File: src/rtl/roberto_uc.sv
// Control unit for the three-sensor ultrasonic ranging datapath.
// It runs a once-per-second cycle: measure all three sensors, then send a 12-character frame.
module roberto_uc #(
    parameter int TIMEOUT = 2_500_000
) (
    input  logic       clock_i,
    input  logic       reset_i,
    input  logic       ligar_i,
    input  logic       pronto_medida1_i,
    input  logic       pronto_medida2_i,
    input  logic       pronto_medida3_i,
    input  logic       pronto_serial_i,
    input  logic       pronto_seg_i,
    output logic       zera_sensor_o,
    output logic       zera_serial_o,
    output logic       zera_seg_o,
    output logic       conta_seg_o,
    output logic       medir_o,
    output logic       partida_tx_o,
    output logic [1:0] sel_sensor_o,
    output logic [1:0] sel_digito_o,
    output logic       pronto_o,
    output logic       erro_timeout_o,
    output logic [3:0] db_estado_o
);

    // state | meaning
    // 0     | inicial: idle, waiting for ligar
    // 1     | preparacao: clear datapath, counters and flags
    // 2     | espera_seg: 1 s counter running
    // 3     | medir: start all three measurements
    // 4     | aguarda_medida: collect done pulses, run timeout
    // 5     | transmite: start one character
    // 6     | espera_tx: wait for the transmitter
    // 7     | proximo: advance digit / sensor
    // 8     | fim_ciclo: frame complete
    // 9     | erro: measurement round timed out
    localparam logic [3:0] S_INICIAL    = 4'd0;
    localparam logic [3:0] S_PREPARACAO = 4'd1;
    localparam logic [3:0] S_ESPERA_SEG = 4'd2;
    localparam logic [3:0] S_MEDIR      = 4'd3;
    localparam logic [3:0] S_AGUARDA    = 4'd4;
    localparam logic [3:0] S_TRANSMITE  = 4'd5;
    localparam logic [3:0] S_ESPERA_TX  = 4'd6;
    localparam logic [3:0] S_PROXIMO    = 4'd7;
    localparam logic [3:0] S_FIM        = 4'd8;
    localparam logic [3:0] S_ERRO       = 4'd9;

    localparam int CW = (TIMEOUT > 1) ? $clog2(TIMEOUT) : 1;
    localparam logic [CW-1:0] CNT_LAST = CW'(TIMEOUT - 1);

    logic [3:0]    estado_q, estado_d;
    logic [CW-1:0] cnt_q, cnt_d;
    logic [2:0]    flags_q, flags_d;
    logic [2:0]    flags_now;
    logic [1:0]    sel_sensor_q, sel_sensor_d;
    logic [1:0]    sel_digito_q, sel_digito_d;
    logic          erro_q, erro_d;
    logic          zera_q, conta_q, medir_q, partida_q, pronto_q;

    assign flags_now = flags_q | {pronto_medida3_i, pronto_medida2_i, pronto_medida1_i};

    always_comb begin
        estado_d     = estado_q;
        cnt_d        = cnt_q;
        flags_d      = flags_q;
        sel_sensor_d = sel_sensor_q;
        sel_digito_d = sel_digito_q;
        erro_d       = erro_q;
        case (estado_q)
            S_INICIAL: begin
                if (ligar_i) estado_d = S_PREPARACAO;
            end
            S_PREPARACAO: begin
                sel_sensor_d = 2'd0;
                sel_digito_d = 2'd0;
                flags_d      = 3'b000;
                erro_d       = 1'b0;
                cnt_d        = '0;
                estado_d     = S_ESPERA_SEG;
            end
            S_ESPERA_SEG: begin
                if (!ligar_i)          estado_d = S_INICIAL;
                else if (pronto_seg_i) estado_d = S_MEDIR;
            end
            S_MEDIR: begin
                flags_d  = 3'b000;
                cnt_d    = '0;
                estado_d = S_AGUARDA;
            end
            S_AGUARDA: begin
                flags_d = flags_now;
                cnt_d   = cnt_q + CW'(1);
                // a pulse landing on the last counted cycle still wins over the timeout
                if (&flags_now) begin
                    sel_sensor_d = 2'd3;
                    sel_digito_d = 2'd3;
                    estado_d     = S_TRANSMITE;
                end else if (cnt_q == CNT_LAST) begin
                    sel_sensor_d = 2'd0;
                    erro_d       = 1'b1;
                    estado_d     = S_ERRO;
                end
            end
            S_TRANSMITE: begin
                estado_d = S_ESPERA_TX;
            end
            S_ESPERA_TX: begin
                if (pronto_serial_i) estado_d = S_PROXIMO;
            end
            S_PROXIMO: begin
                if (sel_digito_q != 2'd0) begin
                    sel_digito_d = sel_digito_q - 2'd1;
                    estado_d     = S_TRANSMITE;
                end else if (sel_sensor_q != 2'd1) begin
                    sel_sensor_d = sel_sensor_q - 2'd1;
                    sel_digito_d = 2'd3;
                    estado_d     = S_TRANSMITE;
                end else begin
                    estado_d = S_FIM;
                end
            end
            S_FIM: begin
                sel_sensor_d = 2'd0;
                estado_d     = S_ESPERA_SEG;
            end
            S_ERRO: begin
                sel_sensor_d = 2'd0;
                estado_d     = S_ESPERA_SEG;
            end
            default: begin
                estado_d = S_INICIAL;
            end
        endcase
    end

    always_ff @(posedge clock_i or negedge reset_i) begin
        if (!reset_i) begin
            estado_q     <= S_INICIAL;
            cnt_q        <= '0;
            flags_q      <= 3'b000;
            sel_sensor_q <= 2'd0;
            sel_digito_q <= 2'd0;
            erro_q       <= 1'b0;
        end else begin
            estado_q     <= estado_d;
            cnt_q        <= cnt_d;
            flags_q      <= flags_d;
            sel_sensor_q <= sel_sensor_d;
            sel_digito_q <= sel_digito_d;
            erro_q       <= erro_d;
        end
    end

    // Strobes are decoded from the current state and registered, so they trail the state by one cycle.
    always_ff @(posedge clock_i or negedge reset_i) begin
        if (!reset_i) begin
            zera_q    <= 1'b0;
            conta_q   <= 1'b0;
            medir_q   <= 1'b0;
            partida_q <= 1'b0;
            pronto_q  <= 1'b0;
        end else begin
            zera_q    <= (estado_q == S_PREPARACAO);
            conta_q   <= (estado_q == S_ESPERA_SEG);
            medir_q   <= (estado_q == S_MEDIR);
            partida_q <= (estado_q == S_TRANSMITE);
            pronto_q  <= (estado_q == S_FIM);
        end
    end

    assign zera_sensor_o  = zera_q;
    assign zera_serial_o  = zera_q;
    assign zera_seg_o     = zera_q;
    assign conta_seg_o    = conta_q;
    assign medir_o        = medir_q;
    assign partida_tx_o   = partida_q;
    assign sel_sensor_o   = sel_sensor_q;
    assign sel_digito_o   = sel_digito_q;
    assign pronto_o       = pronto_q;
    assign erro_timeout_o = erro_q;
    assign db_estado_o    = estado_q;

endmodule

File: config.mk
export PLATFORM = sky130hd
export DESIGN_NAME = roberto_uc
export DESIGN_NICKNAME = d
export VERILOG_FILES = /design/src/rtl/roberto_uc.sv
export SDC_FILE = /design/constraint.sdc
export NUM_CORES = 1
export LEC_CHECK = 0
export CAP_MARGIN = 20
export CORE_AREA = 2 2 87 89
export CTS_BUF_LIST = sky130_fd_sc_hd__clkbuf_8
export DETAILED_ROUTE_END_ITERATION = 8
export DIE_AREA = 0 0 89 91
export DONT_BUFFER_PORTS = 1
export SLEW_MARGIN = 20
export SYNTH_ARGS = -nofsm -noshare
export SYNTH_HDL_FRONTEND = slang
export SYNTH_SLANG_ARGS = --single-unit
export TNS_END_PERCENT = 20
File: constraint.sdc
create_clock -name clock_i -period 2.5 [get_ports clock_i]
set_input_delay 0.25 -clock clock_i [delete_from_list [all_inputs] [get_ports clock_i]]
set_output_delay 0.25 -clock clock_i [all_outputs]
set_load 0.03 [all_outputs]
; Word level (Yosys, flattened, before mapping)
; Cells that the tools add are included.
[op_classes]
add_sub_neg = 3
n_eq_ne = 21
n_mux = 23
bitwise_logic = 1
n_reduce_logical = 13
[op_table]
columns = operator, n
row1 = $pmux W22 S2, 1
row2 = $mux W4, 8
row3 = $pmux W4 S8, 1
row4 = $add A22 B1 Y22 const B, 1
row5 = $eq A22 B22 Y1 const B, 1
row6 = $eq A4 B3 Y1 const B, 4
row7 = $mux W2, 7
row8 = $ne A2 B2 Y1 const B, 7
row9 = $pmux W2 S3, 2
row10 = $ne A3 B3 Y1 const B, 3
row11 = $reduce_and A3 Y1, 3
row12 = $eq A4 B2 Y1 const B, 2
row13 = $eq A4 B4 Y1 const B, 2
row14 = $reduce_and A4 Y1, 2
row15 = $pmux W3 S2, 1
row16 = $reduce_bool A2 Y1, 3
row17 = $reduce_bool A3 Y1, 2
row18 = $eq A4 B1 Y1 const B, 1
row19 = $logic_not A4 Y1, 1
row20 = $sub A2 B1 Y2 const B, 2
row21 = $or A3 B3 Y3, 1
row22 = $reduce_or A3 Y1, 1
row23 = $mux W1, 2
row24 = $ne A2 B1 Y1 const B, 1
row25 = 2 further kinds, 2
[totals]
regBits = 39
inputBits = 8
output_inout_bits = 16
wordCells = 72

; Logic depth before layout (Yosys ltp)
[depth]
word_depth = 4
depth_mapped = 7
mapped_depth_nobuf = 7

; Worst setup path before layout
; OpenSTA, ideal clock, no wires.
[synth_timing]
path_kind = register to register
startpoint = register estado_q[1], in the netlist db_estado_o[1]
endpoint = register cnt_q[10]
setup_time_ns = 0.078
arrival_ns = 2.190
t_required_ns = 2.422
setup_slack_ns = 0.232
stages_incl_launch_ff = 7
path_buffers = 2
synth_period_minus_slack_ns = 2.268
cell_sequence = dfrtp_1 > buf_6 > or4b_4 > buf_6 > a2111o_1 > or3_1 > a21oi_1
[synth_via]
elab_chain_len = 3
elab_cells_between_ends = 6
cone_classes = eq/ne (3) / mux (1) / reduce/logical (2)
[synth_rtl]
columns = element, line
row1 = "start, declared", 52  ; logic [3:0] estado_q, estado_d;
row2 = "start signal, assigned", 146  ; estado_q <= estado_d;
row3 = $eq A4 B1 Y1 or $eq A4 B2 Y1 (tied branches), 70  ; case (estado_q)
row4 = $reduce_or A2 Y1 (no source line), n/a
row5 = $pmux W22 S2 or $reduce_bool A2 Y1 (tied branches), n/a
row6 = "end signal, assigned", 147  ; cnt_q <= cnt_d;
row7 = "end, declared", 53  ; logic [CW-1:0] cnt_q, cnt_d;
; Parallel ways exist; a longest one is shown, timed or not.
; A chain may end at the register's enable or synchronous reset.

; Final worst setup path
[layout_timing]
startpoint = register estado_q[3], in the netlist db_estado_o[3]
endpoint = register cnt_q[10]
; The elaborated chain is that of the path after synthesis.

==> flow_metrics.env <==
export IMPL_outcome="finished, final reports clean"
export IMPL_drtPass1Iterations=5
export IMPL_yosysWarningCount=0
export IMPL_ys_seq_elements=39
export IMPL_syn_inst=230
export IMPL_drtIter0Drc=96
export IMPL_wl_met2_um=2080
export IMPL_critPathSlowestCell="or4b_4"
export IMPL_post_cts_resized=0
export IMPL_synth_top_cell_by_area="dfrtp_1"
export IMPL_cp_start_kind="register"
export IMPL_start_util_pct=29.5
export IMPL_area_growth_pct=10.5
export IMPL_worst_pin_slew_ns=0.778
export IMPL_die_y_um=91
export IMPL_synth_common_cells="dfrtp_1, nor2_1, nand2_1"
export IMPL_rows=31
export IMPL_worstPathCellList="or4b_4 > a2111o_1 > or3_1 > a21oi_1"
export IMPL_synth_main_ff_cell="dfrtp_1"
export IMPL_path_delay_family="simple AND/OR/NAND/NOR gates"
export IMPL_core_area_sq_um=7140
export IMPL_hold_viol=0
export IMPL_path_clk_slew_ns=0.08
export IMPL_worst_path_buf_inv=0
export IMPL_final_setup_tns_ns=0
export IMPL_wirelength_um=4460
export IMPL_cts_sinks=39
export IMPL_ys_seq_area_share_pct=46.4
export IMPL_crit_fanout=10
export IMPL_finalClockSkew_ns=0.00917
export IMPL_cts_buffer_depth=2
export IMPL_setup_violations=0
export IMPL_post_drt_wl_per_cell_um=13.5
export IMPL_synth_cell_types=41
export IMPL_synth_edf_count=0
export IMPL_cp_end_kind="register"
export IMPL_grt_first_pass_wirelength_um=7730
export IMPL_synth_net_count=241
export IMPL_avgSynthCellArea_sq_um=9.14
export IMPL_viasPerCell=4.98
export IMPL_synth_top_area_share_pct=46.4
export IMPL_fill_cells=752
export IMPL_num_antenna_cells=0
export IMPL_die_w_um=89
export IMPL_total_power_mw=2.29
export IMPL_grt_pass1_vias=1597
export IMPL_cts_tree="done"
export IMPL_dp_hpwl_um=3110
export IMPL_grt_remaining_overflow=0
export IMPL_slew_violations=0
export IMPL_grtUsageTotal_pct=11.9
export IMPL_routabilityCongestion=0.793
export IMPL_min_path_type="in2reg"
export IMPL_min_period_ns=2.19
export IMPL_clock_fmax_mhz=457
export IMPL_post_cts_buffers=0
export IMPL_power_density_nw_per_um2=985
export IMPL_wl_met1_um=2080
export IMPL_ff_latch_area_sq_um=976
export IMPL_antenna_found_initial=0
export IMPL_drive_gt1_share_pct=9.48
export IMPL_synth_area_leaders="dfrtp_1, nor2_1, xnor2_1"
export IMPL_grt_max_degree=40
export IMPL_fp_dieArea_sq_um=8100
export IMPL_multi_input_area_sq_um=1020
export IMPL_arrival_ns=2.39
export IMPL_critical_path_class="reg2reg"
export IMPL_io_buffers=0
export IMPL_total_leakage_power_nw=0.968
export IMPL_ant_nets=0
export IMPL_cts_made_buffers=5
export IMPL_wl_met3_um=242
export IMPL_pin_count=24
export IMPL_fin_nets=243
export IMPL_async_flop_share_pct=100
export IMPL_cts_root_buffer="clkbuf_8"
export IMPL_drv_cap=0
export IMPL_synth_area_sq_um=2100
export IMPL_drcViolationCount=0
export IMPL_num_vias=1650
export IMPL_required_ns=2.71
export IMPL_ir_drop_mv=0.309
export IMPL_fin_crit_sh_pct=87.5
export IMPL_slew_headroom_pct=48.2
export IMPL_clk_latency_ns=0.29
export IMPL_htreeDepth=2
export IMPL_grt_setup_unrepaired="false"
export IMPL_synth_most_common_cell="dfrtp_1"
export IMPL_top_layer_used="met4"
export IMPL_slowest_delay_ns=0.59
[stage by stage]
stage	hold slack (ns)	setup WS, ns	cells	utilization (%)	instance area [sq um]
2_1_floorplan	-0.0456	0.232	230	-	2100
6_report	0.106	0.313	331	32.5	2320
5_1_grt	0.124	0.235	331	32.5	2320
3_5_place_dp	-0.0448	0.348	322	30.9	2200
3_3_place_gp	-0.0447	0.411	322	30.9	2200
4_1_cts	0.103	0.308	331	32.5	2320
[path summary, 6_finish.rpt]
check                      depth (start not counted)  slack [ns]             start             end
max                                                4        0.31    db_estado_o[3]       cnt_q[10]
min                                                2        0.11  pronto_medida1_i      flags_q[0]
max reg2reg                                        4        0.31    db_estado_o[3]       cnt_q[10]
min reg2reg                                        2        0.50        flags_q[0]      flags_q[0]
max in group asynchronous                          2        1.87           reset_i        cnt_q[5]
min in group asynchronous                          2        0.43           reset_i  db_estado_o[1]
[cells by family (layout without fill, tap and decap cells)]
group / count (synthesis) / after routing / synth area share, %
adders and majority gates: 3 / 3 / 1.79
muxes: 3 / 3 / 1.55
AOI/OAI and AO/OA: 45 / 45 / 13.3
xor gates and xnor gates: 17 / 17 / 7.08
buffers and inverters: 23 / 25 / 5.18
and+or+nand+nor: 100 / 100 / 24.6
DFF: 39 / 39 / 46.4
[per-layer routing]
layer  vias to the layer above  global-route usage [%]
met1                       800                    16.8
met2                        46                    17.6
li1                        797                       -
met4                         0                    4.10
met3                         7                    3.18
met5                         -                       0
[cells in the final DEF, fill, tap and decap left out, types with 2 or more instances in the layout]
master    netlist  layout
a21o_1          3       3
a21oi_1        17      17
and3_1          5       5
buf_4           2       6
clkbuf_8        0       6
dfrtp_1        39      39
ha_1            3       3
inv_1          10      10
mux2_2          2       2
nand2_1        18      18
nand3_1         9       9
nand4_1         4       4
nor2_1         36      36
nor2b_1         2       2
nor3_1          3       3
nor4_1          5       5
nor4b_1         4       4
o21ai_0        17      17
o22a_1          2       2
or3_1           3       3
xnor2_1        11      11
xor2_1          6       6
[timing repair]
action | CTS | global route
hold buffers | 2 | 0
endpoints found under the hold margin | 39 | 0
endpoints found under the setup margin | 0 | 0
[sequential cells by signal, summed over array words and instances, names as in the netlist, 2 cells and up]
name          count
cnt_q            22
sel_sensor_o      2
flags_q           3
sel_digito_o      2
db_estado_o       4
[power breakdown]
part / internal [mW] / switching, mW / total [mW]
Sequential: 0.746 / 0.237 / 0.983
Combinational: 0.321 / 0.551 / 0.872
Clock: 0.217 / 0.216 / 0.433
[layout make-up]
cell class,count,area share [%]
timing repair buffer,8,3.23
clock buffer,6,3.56
sequential,39,42.0
clock inverter,1,0.216
multi-input combinational,168,44.0
tap,99,5.33
inverter,10,1.62
Note: power is estimated with default switching activity, not from simulation.
